[config.mk]
export PLATFORM = sky130hd
export DESIGN_NAME = sync_event_arbiter
export DESIGN_NICKNAME = d
export VERILOG_FILES = /design/src/rtl/sync_event_arbiter.sv
export SDC_FILE = /design/constraint.sdc
export NUM_CORES = 1
export LEC_CHECK = 0
export BUFFER_PORTS_ARGS = -buffer_cell sky130_fd_sc_hd__buf_2
export CAP_MARGIN = 40
export CORE_MARGIN = 5
export CORE_UTILIZATION = 49
export DETAILED_ROUTE_END_ITERATION = 8
export GPL_TIMING_DRIVEN = 0
export PLACE_DENSITY = 0.75
export SYNTH_ARGS = -nofsm -noshare
export SYNTH_HDL_FRONTEND = slang
export SYNTH_SLANG_ARGS = --single-unit
[constraint.sdc]
create_clock -name clkA -period 4.9 [get_ports clkA]
set_input_delay 0.49 -clock clkA [delete_from_list [all_inputs] [get_ports clkA]]
set_output_delay 0.49 -clock clkA [all_outputs]
set_load 0.01 [all_outputs]
[src/rtl/sync_event_arbiter.sv]
// rtl/sync_event_arbiter.sv - round-robin arbiter sharing one clkA->clkB pulse synchronizer among N_REQ event sources
// Optional watchdog on the busy handshake: define SYNC_ARB_TIMEOUT_EN.
module sync_event_arbiter #(
    parameter int N_REQ   = 4,
    parameter int ID_W    = 2,
    parameter int CNT_W   = 4,
    parameter int TIMEOUT = 16
) (
    input  logic              clkA,
    input  logic              rstB,
    input  logic [N_REQ-1:0]  evt_in,
    input  logic              sync_busy,
    input  logic [N_REQ-1:0]  ovf_clr,
    output logic              sync_pulse,
    output logic [ID_W-1:0]   sync_id,
    output logic [N_REQ-1:0]  pending,
    output logic [N_REQ-1:0]  ovf,
    output logic              timeout_err
);

    typedef enum logic [1:0] {IDLE, ISSUE, WAIT_ACK, WAIT_DONE} state_t;

    localparam logic [CNT_W-1:0] CNT_MAX = '1;

    if (N_REQ < 2 || N_REQ > 8 || (1 << ID_W) < N_REQ || TIMEOUT < 1) begin : g_cfg_check
        $error("sync_event_arbiter: illegal parameter combination");
    end

    state_t            state;
    logic [ID_W-1:0]   ptr;
    logic [CNT_W-1:0]  cnt [N_REQ];
    logic [N_REQ-1:0]  nz;
    logic [N_REQ-1:0]  grant;
    logic [ID_W-1:0]   win;
    logic              found;
    logic              grant_any;

    always_comb begin
        for (int i = 0; i < N_REQ; i++) begin
            nz[i] = (cnt[i] != '0);
        end
    end

    assign pending = nz;

    // Rotating search starting just after the last winner; constant indices keep it a flat mux tree.
    always_comb begin
        win   = '0;
        found = 1'b0;
        for (int k = 1; k <= N_REQ; k++) begin
            for (int j = 0; j < N_REQ; j++) begin
                if (!found && nz[j] && (j == (int'(ptr) + k) % N_REQ)) begin
                    found = 1'b1;
                    win   = ID_W'(j);
                end
            end
        end
    end

    assign grant_any = (state == IDLE) && !sync_busy && found;

    always_comb begin
        for (int j = 0; j < N_REQ; j++) begin
            grant[j] = grant_any && (win == ID_W'(j));
        end
    end

    always_ff @(posedge clkA) begin
        if (rstB) begin
            for (int i = 0; i < N_REQ; i++) begin
                cnt[i] <= '0;
            end
            ovf <= '0;
        end else begin
            for (int i = 0; i < N_REQ; i++) begin
                if (evt_in[i] && !grant[i]) begin
                    if (cnt[i] == CNT_MAX) begin
                        ovf[i] <= 1'b1;
                    end else begin
                        cnt[i] <= cnt[i] + 1'b1;
                        if (ovf_clr[i]) begin
                            ovf[i] <= 1'b0;
                        end
                    end
                end else begin
                    if (grant[i] && !evt_in[i]) begin
                        cnt[i] <= cnt[i] - 1'b1;
                    end
                    if (ovf_clr[i]) begin
                        ovf[i] <= 1'b0;
                    end
                end
            end
        end
    end

`ifdef SYNC_ARB_TIMEOUT_EN
    localparam int WD_W = (TIMEOUT > 1) ? $clog2(TIMEOUT) : 1;
    localparam logic [WD_W-1:0] WD_LAST = WD_W'(TIMEOUT - 1);

    logic [WD_W-1:0] wd;
`else
    assign timeout_err = 1'b0;
`endif

    always_ff @(posedge clkA) begin
        if (rstB) begin
            state      <= IDLE;
            sync_pulse <= 1'b0;
            sync_id    <= '0;
            ptr        <= ID_W'(N_REQ - 1);
`ifdef SYNC_ARB_TIMEOUT_EN
            wd          <= '0;
            timeout_err <= 1'b0;
`endif
        end else begin
            sync_pulse <= 1'b0;
            case (state)
                IDLE: begin
                    if (grant_any) begin
                        ptr        <= win;
                        sync_id    <= win;
                        sync_pulse <= 1'b1;
                        state      <= ISSUE;
                    end
                end
                ISSUE: begin
                    state <= WAIT_ACK;
`ifdef SYNC_ARB_TIMEOUT_EN
                    wd    <= '0;
`endif
                end
                WAIT_ACK: begin
                    if (sync_busy) begin
                        state <= WAIT_DONE;
`ifdef SYNC_ARB_TIMEOUT_EN
                    // The granted event stays consumed; the channel is simply released.
                    end else if (wd == WD_LAST) begin
                        timeout_err <= 1'b1;
                        state       <= IDLE;
                    end else begin
                        wd <= wd + 1'b1;
`endif
                    end
                end
                WAIT_DONE: begin
                    if (!sync_busy) begin
                        state <= IDLE;
                    end
                end
                default: state <= IDLE;
            endcase
        end
    end

endmodule

==> out/metrics.yaml, run 1 <==
clkTransAtPathRegs_ns: 0.10
dpl_cell_area_sq_um: 2030
grt_max_degree: 15
max_stage_delay_ns: 0.53
place_inst: 266
status: "completed"
drive_above_1_share_pct: 18.5
numCtsBuffers: 3
cts_max_path_buffers: 2
finalNetCount: 249
drtIter0Drc: 58
setup_violations: 0
endpoint_kind: "flop"
pwr-share-comb_pct: 40.7
antenna_found_initial: 0
gr-usage-met1_pct: 18.9
syn_nets: 223
rsz0062_at_grt: "no"
clockPowerShare_pct: 16.3
hold_ws_ns: 0.444
synth-async-reset-ratio_pct: 0
dp_hpwl_microns: 2770
routed_wl_microns: 3640
cts_tree: "yes"
ant_nets: 0
clock_sinks: 27
use_met3_pct: 1.68
grt_first_pass_wirelength_microns: 6200
cp.arrival_ns: 3.77
cp_data_required_time_ns: 5.02
synthesis.area_sq_um: 1860
fin_area_sq_um: 2070
start_util_pct: 50.9
yosys_warnings: 0
core_area_sq_um: 3660
holdBufCountCts: 0
power_mw: 0.789
die_w_microns: 71.7
gr-usage-met2_pct: 25.4
antenna_cells: 0
netSwitchingFraction_pct: 38.5
critPathSlowestCell: "o41ai_4"
grt_busiest_layer: "met2"
cts-resized-gates: 0
fin_crit_sh_pct: 74.4
leakagePower_nw: 0.912
syn_area_per_cell_sq_um: 9.46
wl_per_cell_microns: 13.5
fmax_ghz: 0.274
fin_cells: 270
final.min_clock_period_ns: 3.65
remaining_drc_errors: 0
synth_area_leaders: "edfxtp_1 (26%), dfxtp_1 (12%), ha_1 (8.1%), inv_1 (4.8%), a21oi_1 (3.5%)"
insertion_delay_ns: 0.28
tns_ns: 0
switchingPower_mw: 0.304
cts-htree-levels: 1
synthFlopType: "edfxtp_1"
ys_types: 48
synth-edff-count: 16
power_per_cell_area_nw_per_um2: 381
synth_top_area_cell: "edfxtp_1"
hp-class: "input pin to flop"
r2r_cells: 14
cts_setup_buffers: 0
yosysSeqAreaShare_pct: 37.6
grt_pass1_vias: 1395
layout_common_cells: "inv_1 (24), buf_2 (21), edfxtp_1 (16)"
slew_headroom_pct: 50.2
critPathKind: "flop to flop"
vias_per_cell: 5.50
hold_depth: 2
mostFrequentLayoutCell: "inv_1"
area_growth_pct: 11.3
fp.dieH_microns: 71.7
maxSlewViolCount: 0
vdd_drop_max_mv: 0.213
num_io_pins: 23
crit_chain: "inv_1 > ha_1 > nor3b_2 > inv_2 > o41ai_4 > or2b_2 > or3_1 > inv_1 > ha_1 > a21o_1 > a21oi_1 > xnor2_1 > or3_1 > a21oi_1"
gp_congestion: 0.802
seqPwrFrac_pct: 43.0
finalClockSkew_ns: 0.0105
maxCapViolCount: 0
overflow: 0
postSynthCellCount: 197
die_area_sq_um: 5140
grt_usage_pct: 14.9
setup.worst_path.start_class: "flop"
ys_ff_latch: 27
synth_top_area_share_pct: 25.8
vias: 1485
first_pass_iters: 4
worst_pin_slew_ns: 0.735
hold_violations: 0
root_buffer: "clkbuf_8"
numPortBuffers: 21
critPathMaxFanout: 9
p_int_mw: 0.485
rows: 22
[cells by family after synthesis]
family,Yosys count,share of synthesized area [%]
AND/OR/NAND/NOR,67,20.4
flip-flops,27,37.6
buffers and inverters,31,7.25
adder cells (fa/ha/maj),15,11.3
other,1,0.201
multiplexers,4,2.55
AO/OA/AOI/OAI,45,17.4
XOR/XNOR,7,3.29
[stage by stage]
stage	util, %	setup WS, ns
final	56.7	1.25
after global routing	56.7	0.947
after CTS	56.7	1.25
after detailed placement	55.4	1.28
after global placement	55.4	1.35
after floorplan	-	1.71
[registers in the layout, summed over array words and instances (netlist names)]
name        cells
cnt            16
ovf             4
ptr             2
state           2
sync_id         2
sync_pulse      1
[synth_stat cells (2+ instances only)]
| master | count |
|---|---|
| buf_6 | 2 |
| clkbuf_1 | 2 |
| nor2b_1 | 2 |
| o21ai_0 | 4 |
| edfxtp_1 | 16 |
| nand3_1 | 6 |
| nor2_1 | 13 |
| or3_1 | 7 |
| dfxtp_1 | 11 |
| nand2_1 | 9 |
| a211oi_1 | 3 |
| o22ai_1 | 4 |
| a32oi_1 | 2 |
| o221ai_1 | 4 |
| nor3_1 | 13 |
| xnor2_1 | 3 |
| nand2b_1 | 3 |
| fa_1 | 3 |
| or4_4 | 2 |
| a21o_1 | 3 |
| inv_1 | 24 |
| ha_1 | 12 |
| xor2_1 | 4 |
| o21a_1 | 2 |
| a21oi_1 | 13 |
| mux2_2 | 2 |
| inv_2 | 2 |
| nand4_1 | 5 |
| o211ai_1 | 2 |
[routing by layer]
| metal | vias up | share of wire (%) |
|---|---|---|
| met3 | 5 | 2.9 |
| li1 | 765 | - |
| met1 | 690 | 46 |
| met4 | 0 | 1.6 |
| met5 | - | 0 |
| met2 | 25 | 49 |
[worst max-delay path: cells and delay by family, from the launching register on]
kind / cells / cell delay, ns
AOI/OAI and AO/OA: 4 / 1.03
xor gates and xnor gates: 1 / 0.11
buffers and inverters: 3 / 0.29
and+or+nand+nor: 4 / 1.15
adders and majority gates: 2 / 0.46
DFF: 1 / 0.47
[power by group through the flow]
stage	Sequential, mW	Clock [mW]	Combinational [mW]
detailed placement	0.344	0	0.320
CTS	0.339	0.130	0.323
global route	0.348	0.139	0.360
global placement	0.343	0	0.313
floorplan	0.337	0	0.248
finish	0.339	0.128	0.322
[area by class of cell]
class	instances	area (sq um)
multi-input combinational	139	1030
sequential	27	701
tap	48	60.1
buffer	5	37.5
inverter	26	97.6
clock buffer	4	45.0
fill	345	1590
timing repair buffer	21	105
[path summary, 6_finish.rpt]
| check | slack [ns] | endpoint | start |
|---|---|---|---|
| setup / recovery | 1.25 | cnt[1][3] | cnt[3][0] |
| hold / removal | 0.44 | ptr[1] | rstB |
| setup reg to reg | 1.25 | cnt[1][3] | cnt[3][0] |
| hold reg to reg | 0.47 | ovf[1] | ovf[1] |
Note: power is estimated with default switching activity, not from simulation.
==> run 2, diff against run 1 <==
Settings changed: PLACE_DENSITY 0.75 to 0.78.
Clock period 4.9 ns to 2.9 ns, I/O delays scaled along.
==> run 2 against run 1 <==
The flow now finishes with violations (setup timing); clock power grew 74%; worst hold slack got worse by 0.18 ns; via count increased by 8.3%; first-iteration DRC count down 17%; critical path depth is 2 lower; count of clock-buffer cells in the layout fell by 1; largest cell class unchanged; highest routed layer unchanged.
==> out/metrics.yaml, run 2 (synthesized netlist as in run 1, its figures left out) <==
status: "finished with violations"
violations: "setup timing"
fmax_ghz: 0.322  # +18%
setup_violations: 3  # +3
vdd_drop_max_mv: 0.345  # +62%
vias: 1608  # +8.3%
final.min_clock_period_ns: 3.10  # -0.545 ns
critPathKind: "flop to flop"
crit_path_end: "cnt[1][3]"
fin_cells: 290  # +7.4%
grt_first_pass_wirelength_microns: 6980  # +13%
hold_ws_ns: 0.267  # -0.176 ns
grt_pass1_vias: 1591  # +14%
reg2reg_slack_ns: -0.20  # -1.45 ns
setup.worst_path.start_class: "flop"
ant_nets: 0  # unchanged
fin_ws_ns: -0.202  # -1.45 ns
dpl_cell_area_sq_um: 2090  # +2.8%
drive_above_1_share_pct: 35.5  # +17 points
maxCapViolCount: 0  # unchanged
fill_cells: 302  # -12%
remaining_drc_errors: 0  # unchanged
overflow: 0  # unchanged
routed_wl_microns: 4380  # +20%
cp_data_required_time_ns: 3.04  # -1.98 ns
cp.arrival_ns: 3.24  # -0.53 ns
top_register: "cnt"
leakagePower_nw: 1.03  # +13%
crit_path_start: "cnt[0][0]"
core_area_sq_um: 3660  # unchanged
layout_common_cells: "buf_4 (21), buf_2 (21), inv_1 (20)"
seqCellArea_sq_um: 701  # unchanged
pre_cts_slack_ns: -0.525  # -1.81 ns
die_w_microns: 71.7  # unchanged
cts_tree: "yes"
hp-class: "input pin to flop"
finalNetCount: 269  # +8.0%
finalClockSkew_ns: 0.00408  # -0.00647 ns
clock_sinks: 27  # unchanged
dp_hpwl_microns: 2910  # +4.9%
fp.dieH_microns: 71.7  # unchanged
endpoint_kind: "flop"
worst_pin_slew_ns: 0.563  # -0.172 ns
fin_crit_sh_pct: 107  # +33 points
reg2reg_to: "cnt[1][3]"
holdBufCountCts: 0  # unchanged
gp_congestion: 0.817  # +1.8%
r2r_cells: 12  # -2
largestRegisters: "cnt: 16 flops, ovf: 4 flops"
fin_area_sq_um: 2350  # +14%
place_inst: 266  # unchanged
antenna_found_initial: 0  # unchanged
cts-htree-levels: 1  # unchanged
numCtsBuffers: 3  # unchanged
first_pass_iters: 4  # unchanged
clkTransAtPathRegs_ns: 0.10  # about the same
die_area_sq_um: 5140  # unchanged
wl_per_cell_microns: 15.1  # +12%
multi_input_area_sq_um: 1160  # +13%
grt_usage_pct: 17.1  # +2.2 points
reg2reg_from: "cnt[0][0]"
vias_per_cell: 5.54  # +0.82%
start_util_pct: 50.9  # unchanged
drtIter0Drc: 48  # -17%
grt_max_degree: 16  # +1
maxSlewViolCount: 0  # unchanged
rows: 22  # unchanged
power_per_cell_area_nw_per_um2: 651  # +71%
critPathMaxFanout: 8  # -1
cts_max_path_buffers: 2  # unchanged
rsz0062_at_grt: "yes"
slew_headroom_pct: 62.5  # +12 points
largest_reg_flops: 16  # unchanged
hold_violations: 0  # unchanged
num_io_pins: 23  # unchanged
antenna_cells: 0  # unchanged
insertion_delay_ns: 0.28  # about the same
root_buffer: "clkbuf_8"
area_growth_pct: 26.3
numPortBuffers: 21  # unchanged
[run 2: worst min-delay path by stage]
stage,slack [ns],end,cells after the start,from
after floorplan,0.38,ptr[1],1,rstB
after global placement,0.46,ovf[3],2,ovf[3]
after detailed placement,0.46,ovf[1],2,ovf[1]
after CTS,0.25,ptr[1],2,rstB
after global routing,0.27,ptr[1],2,rstB
final,0.27,ovf[1],3,ovf_clr[1]
[run 2: repair_timing]
item                       in CTS  in global routing
pin swaps                      15                  5
setup buffers                  15                  5
resized for setup               9                  9
setup endpoints to repair       9                 16
[run 2: per-layer routing]
metal  global-route usage, %  share of wire, %  up-vias
li1                        -                 -      802
met1                    19.4                42      777
met2                    31.6                54       23
met3                    1.96               2.2        6
met4                    7.93               2.0        0
met5                       0                 0        -
[run 2: where the power goes]
| part | total [mW] | leakage [nW] | switching (mW) | internal, mW |
|---|---|---|---|---|
| combinational | 0.728 | 0.737 | 0.389 | 0.339 |
| clock | 0.223 | 0.0255 | 0.126 | 0.0966 |
| sequential | 0.583 | 0.266 | 0.0908 | 0.492 |
| total | 1.53 | 1.03 | 0.606 | 0.927 |
[run 2: per-stage QoR]
stage | total power [mW] | util (%) | setup TNS, ns
floorplan | 1.01 | - | -0.561
global placement | 1.13 | 57.0 | -1.51
detailed placement | 1.15 | 57.0 | -1.76
CTS | 1.46 | 62.2 | -0.506
global route | 1.64 | 64.3 | -1.18
finish | 1.53 | 64.3 | -0.534
[run 2: cell type report]
type,count,share of cell area (%)
inverters,26,4.14
repair buffers,41,10.8
clock inverters,1,0.213
flip-flops and latches,27,29.8
plain buffers,5,1.59
multi-input cells,139,49.1
well taps,48,2.55
clock buffers,3,1.75
[run 2: worst max-delay path, stage by stage, from the launching register on]
cell and delay [ns]:
edfxtp_1 0.42, or4_4 0.53, buf_6 0.16, o41ai_4 0.37
or2b_4 0.22, or3_4 0.13, inv_2 0.05, ha_4 0.20
a21o_1 0.16, a21oi_2 0.17, xnor2_2 0.08, or3_1 0.33
a21oi_2 0.14
